--- config.mk ---
export PLATFORM = sky130hd
export DESIGN_NAME = fetcher_stride
export DESIGN_NICKNAME = d
export VERILOG_FILES = /design/src/rtl/fetcher_stride.sv
export SDC_FILE = /design/constraint.sdc
export NUM_CORES = 1
export LEC_CHECK = 0
export ABC_AREA = 1
export CAP_MARGIN = 10
export CORE_ASPECT_RATIO = 1.75
export CORE_MARGIN = 2
export CORE_UTILIZATION = 25
export CTS_CLUSTER_DIAMETER = 50
export CTS_CLUSTER_SIZE = 28
export DETAILED_ROUTE_END_ITERATION = 16
export GPL_ROUTABILITY_DRIVEN = 1
export GPL_TIMING_DRIVEN = 0
export PLACE_DENSITY_LB_ADDON = 0.25
export SLEW_MARGIN = 20
export SYNTH_ARGS = -nofsm -noshare
export SYNTH_HDL_FRONTEND = slang
export SYNTH_SLANG_ARGS = --single-unit
export TNS_END_PERCENT = 30
--- constraint.sdc ---
create_clock -name clk_i -period 6 [get_ports clk_i]
set_clock_uncertainty 0.05 [all_clocks]
set_input_delay 1.2 -clock clk_i [delete_from_list [all_inputs] [get_ports clk_i]]
set_output_delay 1.2 -clock clk_i [all_outputs]
set_load 0.01 [all_outputs]
--- src/rtl/fetcher_stride.sv ---
// Scanline fetcher: bus master that copies one framebuffer line per HSYNC
// into the line buffer, with pitch, per-line repeat and backpressure.
module fetcher_stride #(
    parameter int AW = 23,
    parameter int LW = 10,
    parameter int RW = 2
) (
    input  logic          clk_i,
    input  logic          reset_i,
    input  logic          hsync_i,
    input  logic          vsync_i,
    input  logic          den_i,
    input  logic [AW-1:0] fb_adr_i,
    input  logic [AW-1:0] stride_i,
    input  logic [LW-1:0] line_len_i,
    input  logic [RW-1:0] rep_i,
    input  logic          s_ready_i,
    output logic          s_we_o,
    output logic          s_last_o,
    output logic          ovr_o,
    input  logic          ack_i,
    output logic [AW-1:0] adr_o,
    output logic          cyc_o,
    output logic          stb_o
);

    typedef enum logic {
        IDLE  = 1'b0,
        FETCH = 1'b1
    } state_t;

    state_t        state_q, state_d;
    logic [AW-1:0] adr_q, adr_d;
    logic [AW-1:0] line_adr_q, line_adr_d;
    logic [LW-1:0] word_cnt_q, word_cnt_d;
    logic [RW-1:0] rep_cnt_q, rep_cnt_d;
    logic          hs_q;
    logic          ovr_q, ovr_d;
    logic          start;
    logic          beat;
    logic          last;

    assign start    = hsync_i & ~hs_q;
    assign cyc_o    = (state_q == FETCH);
    assign stb_o    = cyc_o & s_ready_i;
    assign beat     = stb_o & ack_i;
    assign last     = beat & (word_cnt_q == LW'(1));
    assign s_we_o   = beat;
    assign s_last_o = last;
    assign adr_o    = adr_q;
    assign ovr_o    = ovr_q;

    always_comb begin
        state_d    = state_q;
        adr_d      = adr_q;
        line_adr_d = line_adr_q;
        word_cnt_d = word_cnt_q;
        rep_cnt_d  = rep_cnt_q;
        ovr_d      = ovr_q;
        if (vsync_i) begin
            state_d    = IDLE;
            adr_d      = fb_adr_i;
            line_adr_d = fb_adr_i;
            word_cnt_d = '0;
            rep_cnt_d  = '0;
            ovr_d      = 1'b0;
        end else begin
            unique case (state_q)
                IDLE: begin
                    if (start && den_i && (line_len_i != '0)) begin
                        state_d    = FETCH;
                        adr_d      = line_adr_q;
                        word_cnt_d = line_len_i;
                    end
                end
                FETCH: begin
                    // A new line request while still busy means the
                    // previous line missed its slot.
                    if (start)
                        ovr_d = 1'b1;
                    if (beat) begin
                        adr_d      = adr_q + AW'(1);
                        word_cnt_d = word_cnt_q - LW'(1);
                    end
                    if (last) begin
                        state_d = IDLE;
                        if (rep_cnt_q == rep_i) begin
                            rep_cnt_d  = '0;
                            line_adr_d = line_adr_q + stride_i;
                        end else begin
                            rep_cnt_d  = rep_cnt_q + RW'(1);
                        end
                    end
                end
                default: state_d = IDLE;
            endcase
        end
    end

    always_ff @(posedge clk_i or posedge reset_i) begin
        if (reset_i) begin
            state_q    <= IDLE;
            adr_q      <= '0;
            line_adr_q <= '0;
            word_cnt_q <= '0;
            rep_cnt_q  <= '0;
            hs_q       <= 1'b0;
            ovr_q      <= 1'b0;
        end else begin
            state_q    <= state_d;
            adr_q      <= adr_d;
            line_adr_q <= line_adr_d;
            word_cnt_q <= word_cnt_d;
            rep_cnt_q  <= rep_cnt_d;
            hs_q       <= hsync_i;
            ovr_q      <= ovr_d;
        end
    end

endmodule
Word-level counts from Yosys, hierarchy flattened --
Index checks and enable logic that the tools add are counted.
Operators by class: $add $sub $neg 4, equal/unequal tests 4, muxes and demuxes 23, bitwise gates (word level) 6, reduce and logical (&&, ||, !) cells 11
Operators by type and width (count):
- $mux W23 | 7
- $pmux W23 S2 | 1
- $mux W10 | 3
- $add A23 B1 Y23 const B | 1
- $add A23 B23 Y23 | 1
- $pmux W10 S2 | 1
- $eq A10 B1 Y1 const B | 1
- $reduce_bool A10 Y1 | 1
- $sub A10 B1 Y10 const B | 1
- $mux W2 | 4
- $reduce_bool A2 Y1 | 4
- $mux W1 | 6
- $reduce_and A2 Y1 | 3
- $and A1 B1 Y1 | 4
- $ne A3 B2 Y1 const B | 1
- $ne A3 B3 Y1 const B | 1
- $reduce_and A3 Y1 | 1
- $add A2 B1 Y2 const B | 1
- $eq A2 B2 Y1 | 1
- $logic_and A1 B1 Y1 | 2
- $not A1 Y1 | 2
- $pmux W1 S2 | 1
Storage, ports and cells: register bits after elaboration 61, input port bits 65, output and inout bits 28, logic and storage cells 55

Longest topological paths before layout --
Gate-level depths: netlist of the first run.
word-level depth 7, mapped depth 13, gate-level depth less buffers 13

Worst setup path before layout of the first run --
No wires, ideal clock.
path kind input -> output, from in s_ready_i, to out s_last_o, data arrival time 1.793 ns, data required time 4.750 ns, path slack 2.957 ns, stages 4, buffers on the path 0, path through nand2_1 > nor2_2 > nand4_2 > nor2_1
Between the ends: longest elaborated chain between the ends 3
Ends and longest elaborated chain:
- start, declared | line 17 | input logic s_ready_i,
- $and A1 B1 Y1 | line 45 | assign stb_o = cyc_o & s_ready_i;
- $and A1 B1 Y1 | line 46 | assign beat = stb_o & ack_i;
- net s_we_o | line 18 | output logic s_we_o,
- $and A1 B1 Y1 | line 47 | assign last = beat & (word_cnt_q == LW'(1));
- end, declared | line 19 | output logic s_last_o,
The timed path passes the listed nets, and every way through them passes these cells.

Worst setup path after layout of the first run --
from in s_ready_i, to out s_last_o
Between the ends: longest elaborated chain between the ends 3
Ends and longest elaborated chain (line):
- $and A1 B1 Y1 | 45
- $and A1 B1 Y1 | 46
- $and A1 B1 Y1 | 47
Every way passes these cells.

==> impl_metrics.csv, run 1 <==
group,metric,value,unit
die,floorplan.initialDensity,25.24,%
power_and_ir_drop,vdd_ir_drop_max,0.0001308,V
place,port_buffers,92,
critical_path,reg2reg_depth,11,
grt,grt_first_pass_wirelength,34160,µm
status,status,"finished, final reports clean",
synth,distinct_cell_type_count_of_the_synthesized_netlist,39,
synth,syn_area,5525,µm²
power_and_ir_drop,sw_frac_of_total,39.61,%
critical_path,critPathLaunchType,"primary input",
drt,initialDrtViolationCount,368,
job,max-cap-violations,0,
final_layout,syn_to_final_growth,30.10,%
grt,largest_net_degree_at_the_start_of_global_routing,34,
synth,ys_seq_area_share,27.63,%
clock_network,htree_levels,3,
power_and_ir_drop,internal_power_consumption,1.220,mW
drt,drt-total-wl,22420,µm
timing,timing.fmax,248.5,MHz
power_and_ir_drop,p_clk_share,30.8,%
timing,final_period_minus_worst_setup_slack,4024,ps
clock_network,cts_root_buffer,"clkbuf_16",
worst_hold_path,hold_crit_depth,1,
synth,yosysWarningCount,0,
final_layout,ratio_of_cells_with_drive_above_1_in_the_final_layout,5.201,%
final_layout,antenna-diode-count,0,
grt,grt_overflow_total,0,
final_layout,final_common_cell,"nand2_1",
clock_network,clk_latency,340,ps
power_and_ir_drop,seqPwrFrac,28.3,%
synth,synthesis.area_per_instance,6.072,µm²
drt,via_per_inst,4.663,
clock_network,cts_hold_buf,0,
critical_path,maximum_net_fanout_on_the_critical_path,3,
timing,rsz0062_at_grt,"no",
critical_path,worst-endpoint-required,4750,ps
power_and_ir_drop,power_density,281.1,nW/µm²
timing,final.setup.tns,0,ps
power_and_ir_drop,total_switching_power,0.8003,mW
place,dp_cells,1299,
drt,ant_nets,0,
power_and_ir_drop,power.leakage,3.472,nW
clock_network,maximum_root_to_sink_buffer_count,2,
critical_path,cp_data_arrival_time,2770,ps
final_layout,top_library_cells_by_usage_in_the_layout_fill_and_taps_aside,"nand2_1 (295), inv_1 (121), nor2_1 (109)",
power_and_ir_drop,power.share.combinational,40.9,%
timing,hold_viol,0,
timing,tightestPinTransition,741.8,ps
synth,yosysTopAreaCellShare,27.63,%
timing,timing_max_transition_violations_final,0,
synth,post_synth_inst_count,910,
synth,yosys_register_bits,61,
worst_hold_path,min_path_type,"reg2reg",
timing,relSlewSlack,50.55,%
die,die_w,116.4,µm
place,detailed_place_hpwl,18700,µm
critical_path,crit_type,"in2out",
drt,drcViolationCount,0,
clock_network,cts_resized,0,
die,die_area,23350,µm²
timing,setup_viol_count_final,0,
die,number_of_ports_placed_on_the_die_boundary,93,
critical_path,worstSetupEndpointType,"output port",
clock_network,clk_pin_slew_worst_paths,60,ps
drt,drt_pass1_iterations,5,
drt,routed-via-count,6132,
clock_network,inserted_clock_buffers,9,
synth,synth_async_sr_flop_share,100.0,%
synth,synth_enable_flop_cells,0,
die,die_height,200.7,µm
grt,groute.usage.overall,19.55,%
clock_network,cts_tree,"built",
place,place.gp.congestion,0.9827,
clock_network,numClockSinks,61,
die,fp-row-count,72,
timing,final.period_utilization,67.07,%
synth,netlist.top_cell.by_area,"dfrtp_1",
clock_network,post-cts-setup-buffers,0,
synth,synth_top_flop_cell,"dfrtp_1",
grt,antenna_found_initial,0,
grt,grt_pass1_vias,6307,
synth,syn_nets,1001,
die,design.core.area,21890,µm²
drt,routed_wire_length_per_instance,17.05,µm
final_layout,final-instance-count-excl-fill,1315,
final_layout,final_nets,1105,
synth,netlist_top_cells_area,"dfrtp_1 (28%), nand2_1 (20%), inv_1 (8.3%)",
==> cell type report <==
| cell class | count | area (µm²) |
|---|---|---|
| clock inverters | 5 | 106.4 |
| well taps | 296 | 370.4 |
| repair buffers | 93 | 940.9 |
| clock buffers | 11 | 242.7 |
| fillers | 2428 | 14700 |
| plain buffers | 26 | 128.9 |
| flip-flops and latches | 61 | 1526 |
| multi-input cells | 696 | 3388 |
| inverters | 127 | 484.2 |
==> metrics by stage <==
step	setup WS, ps	hold slack [ps]	cell area, µm²	total power, mW	utilization [%]
finish	1976	443.8	7188	2.020	32.84
global route	1913	472.6	7188	2.161	32.84
CTS	1966	453.3	7188	2.029	32.84
detailed placement	1971	440.4	6839	1.404	31.24
global placement	1863	429.0	6817	1.397	31.14
floorplan	2957	425.0	5525	1.090	-
==> cells by family (layout without fill, tap and decap cells) <==
family / after synthesis / after routing / share of synthesized area (%)
AO/OA/AOI/OAI: 133 / 133 / 13.54
flip-flops: 61 / 61 / 27.63
XOR/XNOR: 5 / 5 / 0.7927
AND/OR/NAND/NOR: 532 / 532 / 40.96
buffers and inverters: 153 / 262 / 11.05
adder cells (fa/ha/maj): 26 / 26 / 6.024
==> path summary, 6_finish.rpt <==
path | endpoint | slack, ps | startpoint
worst max register to register | adr_o[16] | 3350 | adr_o[0]
worst max-delay path | s_last_o | 1980 | s_ready_i
worst min register to register | ovr_o | 440 | ovr_o
max in group asynchronous | line_adr_q[18] | 4200 | reset_i
worst min-delay path | ovr_o | 440 | ovr_o
min in group asynchronous | hs_q | 1160 | reset_i
==> power groups by stage <==
stage | registers (mW) | logic, mW | clock network, mW
floorplan | 0.554 | 0.535 | 0
global placement | 0.577 | 0.819 | 0
detailed placement | 0.577 | 0.827 | 0
CTS | 0.570 | 0.830 | 0.629
global route | 0.582 | 0.936 | 0.643
finish | 0.572 | 0.826 | 0.623
==> Yosys cell counts (8+ instances only) <==
| cell type | number |
|---|---|
| nor3_1 | 13 |
| nand3b_1 | 10 |
| nor2_1 | 109 |
| inv_1 | 122 |
| nand4_1 | 14 |
| nand3_1 | 74 |
| nand2_1 | 295 |
| o21ai_0 | 56 |
| dfrtp_1 | 61 |
| clkbuf_1 | 15 |
| ha_1 | 25 |
| a31oi_1 | 8 |
| a21oi_1 | 50 |
==> per-layer routing <==
layer  GRT usage, %  vias to the layer above  part of all wire, %  wire length [µm]
met3          1.359                       54                  2.7               614
li1               -                     3135                    -                 -
met1          19.33                     2783                   36              8022
met5              0                        -                    0                 0
met2          38.27                      160                   56             12560
met4          11.10                        0                  5.5              1230
==> critical path: stages <==
cell,delay [ps]
clkdlybuf4s50_1,450
nand2_1,90
nor2_2,120
nand4_2,140
nor2_1,190
clkdlybuf4s50_1,570
==> state kept, by name (all words and copies together) (netlist names) <==
| name | cells |
|---|---|
| cyc_o | 1 |
| line_adr_q | 23 |
| hs_q | 1 |
| word_cnt_q | 10 |
| ovr_o | 1 |
| rep_cnt_q | 2 |
| adr_o | 23 |
Note: power is estimated with default switching activity, not from simulation.
==> run 2: changes to the inputs <==
==> constraint.sdc (replaced) <==
create_clock -name clk_i -period 4.2 [get_ports clk_i]
set_clock_uncertainty 0.05 [all_clocks]
set_input_delay 0.84 -clock clk_i [delete_from_list [all_inputs] [get_ports clk_i]]
set_output_delay 0.84 -clock clk_i [all_outputs]
set_load 0.01 [all_outputs]
==> results of run 2 <==
The final DEF is identical to that of run 1. Status: finished, final reports clean.
Among the figures that moved: setup slack after placement 1971 ps -> 890.5 ps; setup slack after layout 1976 ps -> 895.8 ps; register-to-register setup slack 3350 ps -> 1550 ps; total power 2.020 mW -> 2.886 mW; worst IR drop on VDD 0.0001308 V -> 0.0001868 V
